### config.mk
export PLATFORM = sky130hd
export DESIGN_NAME = run_sequencer_flat
export DESIGN_NICKNAME = d
export VERILOG_FILES = /design/src/rtl/run_sequencer_pkg.sv /design/src/rtl/run_sequencer_if.sv /design/src/rtl/run_sequencer_watchdog.sv /design/src/rtl/run_sequencer.sv /design/src/flat_wrapper.sv
export SDC_FILE = /design/constraint.sdc
export NUM_CORES = 1
export LEC_CHECK = 0
export CAP_MARGIN = 20
export CORE_MARGIN = 2
export CORE_UTILIZATION = 42
export DETAILED_ROUTE_END_ITERATION = 16
export GPL_TIMING_DRIVEN = 0
export MAX_ROUTING_LAYER = met4
export PLACE_DENSITY = 0.87
export SLEW_MARGIN = 15
export SYNTH_ARGS = -nofsm -noshare
export SYNTH_HDL_FRONTEND = slang
export SYNTH_SLANG_ARGS = --single-unit
### constraint.sdc
create_clock -name clk -period 4 [get_ports clk]
set_input_delay 0.8 -clock clk [delete_from_list [all_inputs] [get_ports clk]]
set_output_delay 0.8 -clock clk [all_outputs]
set_load 0.02 [all_outputs]
### src/rtl/run_sequencer_pkg.sv
// Shared types and default widths for the run sequencer.
// Imported by the sequencer, its watchdog and its bus interface.
package run_seq_pkg;

    localparam int DEF_AW = 8;
    localparam int DEF_DW = 8;
    localparam int DEF_CW = 16;

    typedef enum logic [1:0] {
        IDLE,
        CLEAR,
        RUN,
        FINISH
    } run_state_t;

endpackage

### src/rtl/run_sequencer_if.sv
// Host access port plus data-memory port of the run sequencer.
// The master side is the host/memory, the slave side the sequencer.
interface run_sequencer_if
    import run_seq_pkg::*;
#(
    parameter int AW = DEF_AW,
    parameter int DW = DEF_DW
);
    logic          host_wr_en;
    logic          host_rd_en;
    logic [AW-1:0] host_addr;
    logic [DW-1:0] host_dat_in;
    logic [DW-1:0] host_dat_out;
    logic          host_ack;
    logic          mem_wr_en;
    logic [AW-1:0] mem_addr;
    logic [DW-1:0] mem_dat_in;
    logic [DW-1:0] mem_dat_out;

    modport master (
        output host_wr_en,
        output host_rd_en,
        output host_addr,
        output host_dat_in,
        input  host_dat_out,
        input  host_ack,
        input  mem_wr_en,
        input  mem_addr,
        input  mem_dat_in,
        output mem_dat_out
    );

    modport slave (
        input  host_wr_en,
        input  host_rd_en,
        input  host_addr,
        input  host_dat_in,
        output host_dat_out,
        output host_ack,
        output mem_wr_en,
        output mem_addr,
        output mem_dat_in,
        input  mem_dat_out
    );
endinterface

### src/rtl/run_sequencer_watchdog.sv
// Run-cycle counter with a fixed watchdog limit.
// expired is high during the last permitted run cycle.
module run_watchdog #(
    parameter int CW      = 16,
    parameter int TIMEOUT = 4096
) (
    input  logic          clk,
    input  logic          reset,
    input  logic          clr,
    input  logic          en,
    output logic [CW-1:0] count,
    output logic          expired
);
    localparam logic [CW-1:0] LIMIT = CW'(TIMEOUT - 1);

    // count run cycles; cleared when a new run is accepted
    always_ff @(posedge clk or posedge reset) begin
        if (reset) begin
            count <= '0;
        end else if (clr) begin
            count <= '0;
        end else if (en) begin
            count <= count + 1'b1;
        end
    end

    assign expired = (count == LIMIT);
endmodule

### src/rtl/run_sequencer.sv
// Sequences one core run: reset hold, run, watchdog, completion.
// Also arbitrates the data-memory port between host and core.
module run_sequencer
    import run_seq_pkg::*;
#(
    parameter int AW         = DEF_AW,
    parameter int DW         = DEF_DW,
    parameter int CW         = DEF_CW,
    parameter int RST_CYCLES = 2,
    parameter int TIMEOUT    = 4096
) (
    input  logic          clk,
    input  logic          reset,
    input  logic          req,
    input  logic          core_done,
    input  logic          core_mem_wr_en,
    input  logic [AW-1:0] core_mem_addr,
    input  logic [DW-1:0] core_mem_dat,
    run_sequencer_if.slave bus,
    output logic          core_reset,
    output logic          busy,
    output logic          done,
    output logic          timeout,
    output logic [CW-1:0] cycle_count
);
    localparam int RW = $clog2(RST_CYCLES + 1);
    localparam logic [RW-1:0] CLR_LOAD = RW'(RST_CYCLES - 1);

    run_state_t    state_q;
    run_state_t    state_d;
    logic [RW-1:0] clr_q;
    logic          start;
    logic          in_run;
    logic          expired;
    logic          host_go;

    assign start   = (state_q == IDLE) && req;
    assign in_run  = (state_q == RUN);
    assign host_go = (state_q == IDLE) &&
                     (bus.host_wr_en || bus.host_rd_en);

    run_watchdog #(
        .CW      (CW),
        .TIMEOUT (TIMEOUT)
    ) u_wdog (
        .clk     (clk),
        .reset   (reset),
        .clr     (start),
        .en      (in_run),
        .count   (cycle_count),
        .expired (expired)
    );

    // state register
    always_ff @(posedge clk or posedge reset) begin
        if (reset) begin
            state_q <= IDLE;
        end else begin
            state_q <= state_d;
        end
    end

    // next-state decode
    always_comb begin
        state_d = state_q;
        unique case (state_q)
            IDLE:    if (req) state_d = CLEAR;
            CLEAR:   if (clr_q == '0) state_d = RUN;
            RUN:     if (core_done || expired) state_d = FINISH;
            FINISH:  state_d = IDLE;
            default: state_d = IDLE;
        endcase
    end

    // core reset, busy and memory-port mux
    always_comb begin
        core_reset     = 1'b1;
        busy           = 1'b0;
        bus.mem_wr_en  = 1'b0;
        bus.mem_addr   = core_mem_addr;
        bus.mem_dat_in = core_mem_dat;
        unique case (state_q)
            IDLE: begin
                bus.mem_wr_en  = bus.host_wr_en;
                bus.mem_addr   = bus.host_addr;
                bus.mem_dat_in = bus.host_dat_in;
            end
            CLEAR: begin
                busy = 1'b1;
            end
            RUN: begin
                core_reset    = 1'b0;
                busy          = 1'b1;
                bus.mem_wr_en = core_mem_wr_en;
            end
            default: begin
            end
        endcase
    end

    // clear-phase length counter
    always_ff @(posedge clk or posedge reset) begin
        if (reset) begin
            clr_q <= '0;
        end else if (start) begin
            clr_q <= CLR_LOAD;
        end else if (state_q == CLEAR && clr_q != '0) begin
            clr_q <= clr_q - 1'b1;
        end
    end

    // sticky completion flags; core_done beats the watchdog
    always_ff @(posedge clk or posedge reset) begin
        if (reset) begin
            done    <= 1'b0;
            timeout <= 1'b0;
        end else if (start) begin
            done    <= 1'b0;
            timeout <= 1'b0;
        end else if (in_run && (core_done || expired)) begin
            done    <= 1'b1;
            timeout <= ~core_done;
        end
    end

    // host acknowledge and registered read data
    always_ff @(posedge clk or posedge reset) begin
        if (reset) begin
            bus.host_ack     <= 1'b0;
            bus.host_dat_out <= '0;
        end else begin
            bus.host_ack <= host_go;
            if (host_go && bus.host_rd_en && !bus.host_wr_en) begin
                bus.host_dat_out <= bus.mem_dat_out;
            end
        end
    end
endmodule

### src/flat_wrapper.sv
// flat-port wrapper written by rule: the top's interface ports become plain ports
module run_sequencer_flat import run_seq_pkg::*;
#(
    parameter int AW         = DEF_AW,
    parameter int DW         = DEF_DW,
    parameter int CW         = DEF_CW,
    parameter int RST_CYCLES = 2,
    parameter int TIMEOUT    = 4096
)
  (clk, reset, req, core_done, core_mem_wr_en, core_mem_addr, core_mem_dat, core_reset, busy, done, timeout, cycle_count, bus_host_wr_en, bus_host_rd_en, bus_host_addr, bus_host_dat_in, bus_host_dat_out, bus_host_ack, bus_mem_wr_en, bus_mem_addr, bus_mem_dat_in, bus_mem_dat_out);
  run_sequencer_if #(.AW(AW), .DW(DW)) bus_i ();
  input  logic clk;
  input  logic reset;
  input  logic req;
  input  logic core_done;
  input  logic core_mem_wr_en;
  input  logic [AW-1:0] core_mem_addr;
  input  logic [DW-1:0] core_mem_dat;
  output logic core_reset;
  output logic busy;
  output logic done;
  output logic timeout;
  output logic [CW-1:0] cycle_count;
  input wire logic [$bits(bus_i.host_wr_en)-1:0] bus_host_wr_en;
  input wire logic [$bits(bus_i.host_rd_en)-1:0] bus_host_rd_en;
  input wire logic [$bits(bus_i.host_addr)-1:0] bus_host_addr;
  input wire logic [$bits(bus_i.host_dat_in)-1:0] bus_host_dat_in;
  output wire logic [$bits(bus_i.host_dat_out)-1:0] bus_host_dat_out;
  output wire logic [$bits(bus_i.host_ack)-1:0] bus_host_ack;
  output wire logic [$bits(bus_i.mem_wr_en)-1:0] bus_mem_wr_en;
  output wire logic [$bits(bus_i.mem_addr)-1:0] bus_mem_addr;
  output wire logic [$bits(bus_i.mem_dat_in)-1:0] bus_mem_dat_in;
  input wire logic [$bits(bus_i.mem_dat_out)-1:0] bus_mem_dat_out;
  assign bus_i.host_wr_en = bus_host_wr_en;
  assign bus_i.host_rd_en = bus_host_rd_en;
  assign bus_i.host_addr = bus_host_addr;
  assign bus_i.host_dat_in = bus_host_dat_in;
  assign bus_host_dat_out = bus_i.host_dat_out;
  assign bus_host_ack = bus_i.host_ack;
  assign bus_mem_wr_en = bus_i.mem_wr_en;
  assign bus_mem_addr = bus_i.mem_addr;
  assign bus_mem_dat_in = bus_i.mem_dat_in;
  assign bus_i.mem_dat_out = bus_mem_dat_out;
  run_sequencer #(.AW(AW), .DW(DW), .CW(CW), .RST_CYCLES(RST_CYCLES), .TIMEOUT(TIMEOUT)) u_core (.clk(clk), .reset(reset), .req(req), .core_done(core_done), .core_mem_wr_en(core_mem_wr_en), .core_mem_addr(core_mem_addr), .core_mem_dat(core_mem_dat), .bus(bus_i), .core_reset(core_reset), .busy(busy), .done(done), .timeout(timeout), .cycle_count(cycle_count));
endmodule
[After elaboration in Yosys (flattened, before gate mapping)]
Index checks and enable logic that the tools add are counted.
Word-level totals
  flip-flop bits (word level): 31
  bits in latches: 0
  memory bits (writable): 0
  bits in read-only memories: 0
  output and inout bits: 46
  memories: 0
Operators by class
  $add $sub $neg: 2
  multiply operators: 0
  divide/modulo/power cells: 0
  $lt $le $gt $ge: 0
  equality and inequality tests: 7
  shift operators: 0
  multiplexer cells: 17
  bitwise logic cells: 1
  reductions and logical operators: 17
Operators by type and width (number)
  two-way mux 16 bit: 2
  adder 16 x 1 -> 16 bit (second input constant): 1
  equality test 16 x 12 -> 1 bit (second input constant): 1
  two-way mux 8 bit: 2
  two-way mux 2 bit: 5
  one-hot mux 2 bit (4 select lines): 1
  nonzero test 2 bit: 4
  logical AND 1 bit: 6
  two-way mux 1 bit: 6
  equality test 2 bit (second input constant): 2
  logical NOT 2 bit: 2
  inequality test 2 bit (second input constant): 2
  AND reduction 3 bit: 1
  equality test 2 x 1 -> 1 bit (second input constant): 1
  logical OR 1 bit: 2
  inequality test 2 x 1 -> 1 bit (second input constant): 1
  one-hot mux 1 bit (2 select lines): 1
  OR reduction 2 bit: 1
  subtractor 2 x 1 -> 2 bit (second input constant): 1
  logical NOT 1 bit: 1
  NOT 1 bit: 1

[Logic depth before layout (Yosys ltp)]
Gate-level depths: netlist of run 1.
  depth in word-level cells: 5
  depth in mapped cells: 8
  gate-level depth less buffers: 6

[Cells and area by module]
Synthesis of run 1 repeated with hierarchy kept, for this count alone.
Unflattened totals
  cell total of the unflattened synthesis: 162
  area total of the unflattened synthesis: 1800.5 um^2
Modules (own cells, without submodules)
  run_sequencer: instances 1, cells each 77, area an instance 937.1 um^2, sequential area each 375.4 um^2
  run_watchdog: instances 1, cells each 85, area an instance 863.3 um^2, sequential area each 400.4 um^2

[Worst setup path before layout of run 1]
Ideal clock, no wire load.
  path type: reg2out
  start point: register u_core.state_q[0]
  end point: output port bus_mem_dat_in[0]
  arrival time: 1501 ps
  required time: 3200 ps
  slack: 1699 ps
  cell stages (with the launch flop): 6
  path through: dfrtp_1 inv_1 ha_1 clkbuf_1 buf_1 mux2_2
On the way
  longest elaborated chain between the ends: 2
RTL lines
  from (decl): RTL line run_sequencer.sv:29  | run_state_t state_q;
  from (signal assigned): RTL line run_sequencer.sv:59  | state_q <= state_d;
  logical NOT 2 bit: RTL line run_sequencer.sv:82  | unique case (state_q)
  two-way mux 8 bit: RTL line run_sequencer.sv:82
  to (decl): RTL line flat_wrapper.sv:32  | output wire logic [$bits(bus_i.mem_dat_in)-1:0] bus_mem_dat_in;
Every way passes these cells.

[Worst setup path after layout of run 1]
  start point: register u_core.state_q[1]
  end point: output port bus_mem_dat_in[0]
Same word-level chain as after synthesis.

==> results of run 1 <==
==> state kept, by name (all words and copies together) (netlist names) <==
register                 count
u_core.state_q               2
u_core.timeout               1
u_core.u_wdog.count         16
u_core.clr_q                 2
u_core.done                  1
u_core.bus.host_dat_out      8
u_core.bus.host_ack          1
==> critical path: stages, from the launching register on <==
cell             delay [ps]
dfrtp_1                 400
inv_1                    80
ha_1                    140
clkbuf_1                210
buf_1                   420
mux2_2                  390
clkdlybuf4s50_1         550
==> power by group <==
group | total, µW | internal [µW] | switching, µW
sequential | 461 | 402 | 58.7
clock | 235 | 122 | 113
combinational | 953 | 495 | 458
==> cell families (layout without fill, tap and decap cells) <==
kind of cell | Yosys count | count (layout) | share of synthesized area, %
buf+inv | 17 | 118 | 3.928
fa+ha+maj | 5 | 5 | 3.636
mux | 26 | 26 | 17.16
compound gates | 19 | 19 | 8.073
simple gates | 50 | 50 | 16.00
flops | 31 | 31 | 45.09
xor+xnor | 12 | 12 | 6.109
==> per-stage QoR <==
stage          instance area [µm²]  hold slack, ps  instances  power, µW
2_1_floorplan                 1720           487.8        160       1029
3_3_place_gp                  2704           487.1        302       1398
3_5_place_dp                  2731           492.7        303       1425
4_1_cts                       2813           507.8        311       1669
5_1_grt                       2813           523.0        311       1758
6_report                      2813           504.2        311       1649
==> synthesized netlist by cell type, drive strengths merged <==
library cell	n
a211oi	2
a21oi	7
a22o	1
a31o	2
a31oi	1
a41o	1
and2	1
buf	5
clkbuf	2
dfrtp	31
ha	5
inv	10
mux2	25
mux2i	1
nand2	9
nand3	4
nand3b	1
nand4	3
nor2	18
nor2b	1
nor3	4
nor3b	1
nor4	6
o21a	1
o21ai	2
o31a	1
o32a	1
or3	1
or4	1
xnor2	11
xor2	1
==> worst min path at each step <==
stage                                             to
after floorplan                      u_core.clr_q[0]
after global placement    u_core.bus.host_dat_out[2]
after detailed placement  u_core.bus.host_dat_out[5]
after CTS                 u_core.bus.host_dat_out[3]
after global routing      u_core.bus.host_dat_out[7]
final                     u_core.bus.host_dat_out[3]
==> metal layers <==
metal | GRT usage (%) | vias to the layer above | routed length [µm]
met2 | 32.89 | 63 | 2051
met3 | 6.086 | 13 | 268
li1 | - | 759 | -
met5 | - | - | 0
met4 | 7.000 | 0 | 82
met1 | 23.21 | 725 | 1678
==> final cells by class <==
| type | instances | area, µm² | area share, % |
|---|---|---|---|
| repair buffers | 93 | 948.4 | 33.72 |
| multi-input cells | 112 | 877.1 | 31.18 |
| flip-flops and latches | 31 | 775.7 | 27.58 |
| clock buffers | 7 | 76.32 | 2.714 |
| well taps | 50 | 62.56 | 2.224 |
| inverters | 10 | 37.54 | 1.335 |
| plain buffers | 7 | 30.03 | 1.068 |
| clock inverters | 1 | 5.005 | 0.1779 |
==> metrics.md, run 1 <==
| Metric | Value |
|---|---|
| Pwr Density | `586.3 nW/µm²` |
| Core area | `3971 µm²` |
| R2R depth | `7` |
| Post-synth cell types | `37` |
| Yosys top cell area share | `45.09%` |
| CP arrival | `2470 ps` |
| CP Class | `flop to primary output` |
| DR vias/cell | `5.016` |
| Reg2Reg Setup Slack | `2060 ps` |
| Detailed Routing Iterations Pass 1 | `4` |
| CP required | `3200 ps` |
| Main area contributors after synthesis | `dfrtp_1, mux2_2, xnor2_1, nor2_1, ha_1` |
| Rel. slew slack | `64.55%` |
| Synth warn | `0` |
| # IOs | `93` |
| Vias | `1560` |
| Max Fclk | `0.3059 GHz` |
| Crit. End Element | `primary output` |
| Worst-path fanout max | `10` |
| Slew Limit Fails | `0` |
| Fin Setup TNS | `0 ps` |
| Post_cts resized | `0` |
| Layout area overhead | `63.49%` |
| HP Class | `flop to flop` |
| CTS max path bufs | `2` |
| Post-CTS Setup Bufs | `0` |
| Die Y-Extent | `68 µm` |
| RSZ-0062 raised after global routing | `false` |
| DR iter-0 viols | `108` |
| Share of post-route cells with drive strength above 1 | `16.86%` |
| Initial Utilization | `43.32%` |
| H-tree depth | `2` |
| Setup WS pre-CTS | `1026 ps` |
| Mapped Nets | `212` |
| Fillers | `302` |
| VDD IR max | `377.5 µV` |
| Most common cell after layout, fill and taps aside | `clkdlybuf4s50_1` |
| Final min period | `3269 ps` |
| Pin count of the biggest net entering global routing | `21` |
| First-pass GRT wire length | `6.741 mm` |
| Area leader, netlist | `dfrtp_1` |
| FF+latch count, synth | `31` |
| CTS tree | `done` |
| CP startpoint | `u_core.state_q[1]` |
| DRC | `0` |
| Antenna viol nets, final | `0` |
| CTS root buffer | `clkbuf_8` |
| Cells after Synth | `160` |
| Setup crit end | `bus_mem_dat_in[0]` |
| Worst setup margin | `730.9 ps` |
| Hold Startpoint | `u_core.bus.host_dat_out[3]` |
| Actual slew at the worst max-slew pin | `531.2 ps` |
| Final hold vios | `0` |
| Congestion Overflow GR | `0` |
| # port buffers | `92` |
| Lkg Pwr | `0.001175 µW` |
| Clk slew on worst S/H paths | `60 ps` |
| Max Cap Viol | `0` |
| Outcome | `finished clean` |
| Diodes inserted | `0` |
| WHS Path Cells | `1` |
| CTS buffer count | `5` |
| Register area share after synthesis | `45.09%` |
| Site Rows | `23` |
| Clock skew | `6.252 ps` |
| DR WL/cell | `13.12 µm` |
| Most frequent cells in the layout | `clkdlybuf4s50_1, dfrtp_1, mux2_2` |
| DP HPWL | `3.277 mm` |
| Worst-skew pair later-pin latency | `290 ps` |
| Mapped Avg Cell Area | `10.75 µm²` |
| Hold buffers post-CTS | `0` |
| Layout Nets | `312` |
| Mapped Area | `1720 µm²` |
| Critical path launch point type | `flop` |
| Die area | `4624 µm²` |
| Total wire length | `4.079 mm` |
| Clk sinks | `31` |
| Final Wtd Congestion | `0.7411` |
| R2r endpoint | `u_core.u_wdog.count[11]` |
| GRT Overall Usage | `20.01%` |
| Initial antenna violation count | `0` |
| Tcrit/Tclk final | `81.73%` |
| Die width | `68 µm` |
| Origin of the critical flop-to-flop path | `u_core.state_q[1]` |
| Vias in the first global route | `1544` |
| Final core occ | `70.83%` |
| Final setup viols | `0` |
Note: power is estimated with default switching activity, not from simulation.
==> inputs of run 2 (changes only) <==
--- a/config.mk
+++ b/config.mk
@@ -7,11 +7,11 @@
 export LEC_CHECK = 0
 export CAP_MARGIN = 20
 export CORE_MARGIN = 2
-export CORE_UTILIZATION = 42
+export CORE_UTILIZATION = 35
 export DETAILED_ROUTE_END_ITERATION = 16
 export GPL_TIMING_DRIVEN = 0
 export MAX_ROUTING_LAYER = met4
-export PLACE_DENSITY = 0.87
+export PLACE_DENSITY = 0.77
 export SLEW_MARGIN = 15
 export SYNTH_ARGS = -nofsm -noshare
 export SYNTH_HDL_FRONTEND = slang
==> constraint.sdc (replaced) <==
create_clock -name clk -period 2.9 [get_ports clk]
set_input_delay 0.58 -clock clk [delete_from_list [all_inputs] [get_ports clk]]
set_output_delay 0.58 -clock clk [all_outputs]
set_load 0.02 [all_outputs]
==> run 2 against run 1 <==
Die area rose by 19%. Setup slack got worse by 550 ps. Worst hold slack barely moved. Total power rose by 45%. Via count fell by 1.2%. Cell count rose by 4.8%. Utilization fell by 10 points. Sequential power rose by 38%. First-iteration DRC count fell by 67%. Routed wire length rose by 4.2%. Cell area rose by 1.4%. Sequential share of layout area fell by 0.39 points. Critical path type unchanged.
==> metrics.md, run 2 (same netlist as run 1, synthesis figures left out) <==
| Metric | Value |
|---|---|
| Layout Nets | `310 (-0.64%)` |
| Total power | `2393 µW (+45%)` |
| Post-CTS Setup Bufs | `0 (unchanged)` |
| CP Class | `flop to primary output` |
| Core area | `4723 µm² (+19%)` |
| Clock skew | `3.328 ps (-2.924 ps)` |
| Die area | `5492 µm² (+19%)` |
| First-pass GRT wire length | `7.024 mm (+4.2%)` |
| Crit path max-delay family | `buffers and inverters` |
| Max Cap Viol | `0 (unchanged)` |
| Total wire length | `4.251 mm (+4.2%)` |
| # IOs | `93 (unchanged)` |
| Pwr Density | `838.9 nW/µm² (+43%)` |
| Most common cell after layout, fill and taps aside | `clkdlybuf4s50_1` |
| Origin of the critical flop-to-flop path | `u_core.state_q[0]` |
| VDD IR max | `490.7 µV (+30%)` |
| R2r endpoint | `u_core.u_wdog.count[12]` |
| Pin count of the biggest net entering global routing | `32 (+52%)` |
| Reg2Reg Setup Slack | `1060 ps (-1000 ps)` |
| DRC | `0 (unchanged)` |
| DR vias/cell | `4.727 (-5.8%)` |
| HP Class | `flop to flop` |
| Max FFs per register | `16 (unchanged)` |
| Cell Count, Final, Fillers Out | `326 (+4.8%)` |
| Site Rows | `25 (+8.7%)` |
| Antenna viol nets, final | `0 (unchanged)` |
| Worst-skew pair later-pin latency | `280 ps (about the same)` |
| Fin Setup TNS | `0 ps (unchanged)` |
| Layout area overhead | `65.82%` |
| CTS tree | `done` |
| Tcrit/Tclk final | `93.75%` |
| DR iter-0 viols | `36 (-67%)` |
| Register with the most flip-flops | `u_core.u_wdog.count` |
| Initial antenna violation count | `0 (unchanged)` |
| Die Y-Extent | `74.11 µm (+9.0%)` |
| Crit. End Element | `primary output` |
| Final setup viols | `0 (unchanged)` |
| Final Wtd Congestion | `0.7322 (-1.2%)` |
| Most frequent cells in the layout | `clkdlybuf4s50_1, dfrtp_1, mux2_2` |
| Final hold vios | `0 (unchanged)` |
| Clk slew on worst S/H paths | `60 ps (about the same)` |
| Final min period | `2719 ps` |
| Vias | `1541 (-1.2%)` |
| CTS buffer count | `5 (unchanged)` |
| Slowest CP cell | `clkdlybuf4s50_1` |
| Fillers | `390 (+29%)` |
| Hold Startpoint | `u_core.bus.host_dat_out[3]` |
| Detailed Routing Iterations Pass 1 | `4 (unchanged)` |
| CP arrival | `2140 ps (-330 ps)` |
| Hold Worst Slack | `504.6 ps (+0.4240 ps)` |
| RSZ-0062 raised after global routing | `false` |
| Diodes inserted | `0 (unchanged)` |
| DR WL/cell | `13.04 µm (-0.58%)` |
| Slew Limit Fails | `0 (unchanged)` |
| Crit-path cells | `inv_1, ha_1, buf_4, mux2_2, clkdlybuf4s50_1` |
| Hold EP | `u_core.bus.host_dat_out[3]` |
| Initial Utilization | `36.42% (-6.9 points)` |
| H-tree depth | `2 (unchanged)` |
| Dpl cells | `319 (+5.3%)` |
| Share of post-route cells with drive strength above 1 | `18.15% (+1.3 points)` |
| Worst-path fanout max | `10 (unchanged)` |
| CP required | `2320 ps (-880 ps)` |
| GRT Overall Usage | `17.39% (-2.6 points)` |
| Max Fclk | `0.3678 GHz` |
| Die width | `74.11 µm (+9.0%)` |
| Rel. slew slack | `57.18% (-7.4 points)` |
| Worst path max stage delay | `540 ps (about the same)` |
| DP HPWL | `3.359 mm (+2.5%)` |
| Congestion Overflow GR | `0 (unchanged)` |
| Largest regs | `u_core.u_wdog.count (16), u_core.bus.host_dat_out (8)` |
| Actual slew at the worst max-slew pin | `641.4 ps (+110.2 ps)` |
| CTS root buffer | `clkbuf_8` |
| CP Buf/Inv Count | `3 (-1)` |
| CTS max path bufs | `2 (unchanged)` |
| Hold buffers post-CTS | `0 (unchanged)` |
| WHS Path Cells | `1 (unchanged)` |
| Vias in the first global route | `1558 (+0.91%)` |
| Lkg Pwr | `0.001211 µW (+3.0%)` |
| Clk sinks | `31 (unchanged)` |
| # port buffers | `92 (unchanged)` |
| Outcome | `finished clean` |
| R2R depth | `8 (+1)` |
| Critical path launch point type | `flop` |
| Cell count along the critical path | `5 (-1)` |
-- run 2: cell count changes in the layout (fill, tap and decap cells not counted), moves of 2 or more --
| cell | before | now |
|---|---|---|
| buf_4 | 0 | 2 |
| clkbuf_1 | 4 | 1 |
| clkdlybuf4s50_1 | 92 | 89 |
| dlymetal6s2s_1 | 0 | 3 |
-- run 2: metal layers --
metal | vias to the layer above | share of wire (%) | global-route usage, %
met3 | 8 | 11 | 9.079
li1 | 753 | - | -
met5 | - | 0 | -
met4 | 0 | 2.0 | 6.667
met2 | 74 | 47 | 27.38
met1 | 706 | 40 | 18.55
-- run 2: repair_timing --
item | 4_1_cts | 5_1_grt
gates resized for setup | 2 | 5
hold endpoints to repair | 0 | 0
setup endpoints to repair | 17 | 16
-- run 2: area by class of cell --
type	count	area [µm²]	share of cell area, %
tap	67	83.83	2.939
sequential	31	775.7	27.19
clock buffer	6	82.58	2.895
inverter	10	37.54	1.316
buffer	6	32.53	1.140
clock inverter	2	35.03	1.228
multi-input combinational	112	877.1	30.75
timing repair buffer	92	928.4	32.54
-- run 2: power breakdown --
part	switching, µW	total, µW	internal, µW
logic	629	1320	687
registers	80.9	635	555
clock network	164	442	278
total	874	2390	1520
-- run 2: how the worst max path moves through the flow --
| stage | end | start | slack [ps] |
|---|---|---|---|
| 2_1_floorplan | bus_mem_dat_in[0] | u_core.state_q[0] | 820 |
| 3_3_place_gp | bus_mem_dat_in[1] | u_core.state_q[0] | 160 |
| 3_5_place_dp | bus_mem_dat_in[2] | u_core.state_q[0] | 150 |
| 4_1_cts | bus_mem_dat_in[2] | u_core.state_q[0] | 2 |
| 5_1_grt | bus_mem_addr[7] | u_core.state_q[0] | 60 |
| 6_report | bus_mem_dat_in[7] | u_core.state_q[0] | 180 |
-- run 2: metrics by stage --
step	setup slack (ps)	utilization, %	area, µm²
floorplan	819.3	-	1720
detailed placement	147.4	57.70	2725
finish	181.1	60.40	2853
global placement	161.4	57.70	2725
global route	59.05	60.40	2853
CTS	2.336	60.26	2846
-- run 2: worst register-to-register path, stage by stage, from the launching register on --
cell     delay (ps)
dfrtp_1         400
inv_1            90
ha_1            140
buf_2           220
a21oi_1         100
buf_2           200
nor4_1          370
xnor2_1         160
nor2_1           50
==> inputs of run 3 (changes only) <==
--- a/config.mk
+++ b/config.mk
@@ -10,7 +10,6 @@
 export CORE_UTILIZATION = 35
 export DETAILED_ROUTE_END_ITERATION = 16
 export GPL_TIMING_DRIVEN = 0
-export MAX_ROUTING_LAYER = met4
 export PLACE_DENSITY = 0.77
 export SLEW_MARGIN = 15
 export SYNTH_ARGS = -nofsm -noshare
==> run 3 against run 2 <==
Clock power hardly changed. First-iteration DRC count is 11% lower. Critical path type unchanged. Highest routed layer unchanged. Critical path depth stayed put. Maximum frequency hardly changed. Worst hold slack hardly changed. Largest cell class unchanged. Register-to-register slack hardly changed. Flip-flop and latch count stayed put.
==> metrics.md, run 3 (same netlist as run 1, synthesis figures left out) <==
| Metric | Value |
|---|---|
| Register with the most flip-flops | `u_core.u_wdog.count` |
| HP Class | `flop to flop` |
| Vias | `1535 (-0.39%)` |
| Max FFs per register | `16 (unchanged)` |
| Layout area overhead | `65.82% (unchanged)` |
| Share of post-route cells with drive strength above 1 | `18.15% (unchanged)` |
| Antenna viol nets, final | `0 (unchanged)` |
| NetSw | `873.5 µW (about the same)` |
| Final setup viols | `0 (unchanged)` |
| Worst setup margin | `181.2 ps (+0.05500 ps)` |
| Post-DP Area | `2725 µm² (unchanged)` |
| Final Wtd Congestion | `0.7236 (-1.2%)` |
| Outcome | `finished clean` |
| Sequential Area | `775.7 µm² (unchanged)` |
| CP arrival | `2140 ps (about the same)` |
| # IOs | `93 (unchanged)` |
| Setup WS pre-CTS | `147.4 ps (unchanged)` |
| Clk slew on worst S/H paths | `60 ps (about the same)` |
| Worst-skew pair later-pin latency | `280 ps (about the same)` |
| CTS buffer count | `5 (unchanged)` |
| Sw frac | `36.51% (about the same)` |
| CP required | `2320 ps (about the same)` |
| Pwr Density | `838.8 nW/µm² (about the same)` |
| Detailed Routing Iterations Pass 1 | `4 (unchanged)` |
| DP HPWL | `3.359 mm (unchanged)` |
| Metal-1 WL | `1.643 mm (-4.2%)` |
| Die width | `74.11 µm (unchanged)` |
| Vias in the first global route | `1560 (+0.13%)` |
| Worst-path fanout max | `10 (unchanged)` |
| Pin count of the biggest net entering global routing | `32 (unchanged)` |
| Diodes inserted | `0 (unchanged)` |
| Slew Limit Fails | `0 (unchanged)` |
| CTS max path bufs | `2 (unchanged)` |
| Site Rows | `25 (unchanged)` |
| Clk network pwr share | `18.5% (about the same)` |
| Multi-input combinational cell area | `877.1 µm² (unchanged)` |
| DR WL/cell | `12.99 µm (-0.35%)` |
| Lkg Pwr | `0.001211 µW (unchanged)` |
| Sequential power share | `26.5% (about the same)` |
| Core area | `4723 µm² (unchanged)` |
| Die Y-Extent | `74.11 µm (unchanged)` |
| Max Fclk | `0.3678 GHz (about the same)` |
| RSZ-0062 raised after global routing | `false` |
| GRT Overall Usage | `16.86% (-0.53 points)` |
| Layout Nets | `310 (unchanged)` |
| Fillers | `390 (unchanged)` |
| Final min period | `2719 ps (-0.05500 ps)` |
| Die area | `5492 µm² (unchanged)` |
| Most common cell after layout, fill and taps aside | `clkdlybuf4s50_1` |
| CTS root buffer | `clkbuf_8` |
| Clk sinks | `31 (unchanged)` |
| Rel. slew slack | `57.27% (+0.093 points)` |
| DR WL met2 | `2.002 mm (+0.15%)` |
| Initial Utilization | `36.42% (unchanged)` |
| VDD IR max | `491.0 µV (about the same)` |
| Combinational share of power | `55.0% (about the same)` |
| First-pass GRT wire length | `7.017 mm (about the same)` |
| Congestion Overflow GR | `0 (unchanged)` |
| Top sig layer | `met4` |
| Initial antenna violation count | `0 (unchanged)` |
| CP Class | `flop to primary output` |
| Total wire length | `4.236 mm (-0.35%)` |
| DR iter-0 viols | `32 (-11%)` |
| CTS tree | `done` |
| # port buffers | `92 (unchanged)` |
| DR vias/cell | `4.709 (-0.39%)` |
| Met3 wire length | `503 µm (+12%)` |
| Critical path launch point type | `flop` |
| Clock skew | `2.832 ps (-0.4955 ps)` |
| Largest regs | `u_core.u_wdog.count (16), u_core.bus.host_dat_out (8)` |
| Fin Setup TNS | `0 ps (unchanged)` |
| Max Cap Viol | `0 (unchanged)` |
| DRC | `0 (unchanged)` |
| Final instance area | `2853 µm² (unchanged)` |
| Tcrit/Tclk final | `93.75% (about the same)` |
| Final hold vios | `0 (unchanged)` |
| Most frequent cells in the layout | `clkdlybuf4s50_1, dfrtp_1, mux2_2` |
| Actual slew at the worst max-slew pin | `640.0 ps (-1.394 ps)` |
| Crit. End Element | `primary output` |
| H-tree depth | `2 (unchanged)` |
| P_int | `1519 µW (about the same)` |
run 3: cell counts in the layout (fill, tap and decap cells not counted):
No cell type changed its count.
run 3: metal layers:
layer	vias up	track usage [%]
met5	-	0
met4	0	6.667
met3	8	10.03
met2	70	27.68
met1	703	17.70
li1	754	-
run 3: path summary, 6_finish.rpt:
path / from / end / slack [ps] / cells past startpoint
max: u_core.state_q[0] / bus_mem_dat_in[7] / 180 / 5
min: u_core.bus.host_dat_out[3] / u_core.bus.host_dat_out[3] / 500 / 1
max reg2reg: u_core.state_q[0] / u_core.u_wdog.count[12] / 1060 / 8
min reg2reg: u_core.bus.host_dat_out[3] / u_core.bus.host_dat_out[3] / 500 / 1
max in group asynchronous: reset / u_core.state_q[0] / 1780 / 2
min in group asynchronous: reset / u_core.u_wdog.count[12] / 700 / 2
run 3: area by class of cell:
type / count / area share, %
repair buffers: 92 / 32.54
multi-input cells: 112 / 30.75
flip-flops and latches: 31 / 27.19
well taps: 67 / 2.939
clock buffers: 6 / 2.895
inverters: 10 / 1.316
clock inverters: 2 / 1.228
plain buffers: 6 / 1.140
run 3: stage by stage:
step                      utilization (%)  std cells  total power (µW)  hold slack, ps
after global placement              57.70        319              1941           487.9
final                               60.40        326              2393           504.6
after detailed placement            57.70        319              1969           492.8
after floorplan                         -        160              1419           487.8
after global routing                60.40        326              2539           527.9
after CTS                           60.26        327              2432           508.5
run 3: power groups by stage:
stage	registers [µW]	logic, µW	clock network, µW
floorplan	744	676	0
global placement	636	1310	0
detailed placement	644	1330	0
CTS	636	1340	454
global route	653	1420	466
finish	635	1320	442
run 3: worst max-delay path: stages (launching register included):
cell and delay, ps:
dfrtp_1 400, inv_1 90, ha_1 260, buf_4 220, mux2_2 350, clkdlybuf4s50_1 540
run 3: what timing repair did:
action                                  CTS  global route
gates resized for setup                   2             5
hold endpoints to repair                  0             0
endpoints found under the setup margin   17            16
hold buffers                              0             0
cloned                                    0             0
setup buffers                             0             0
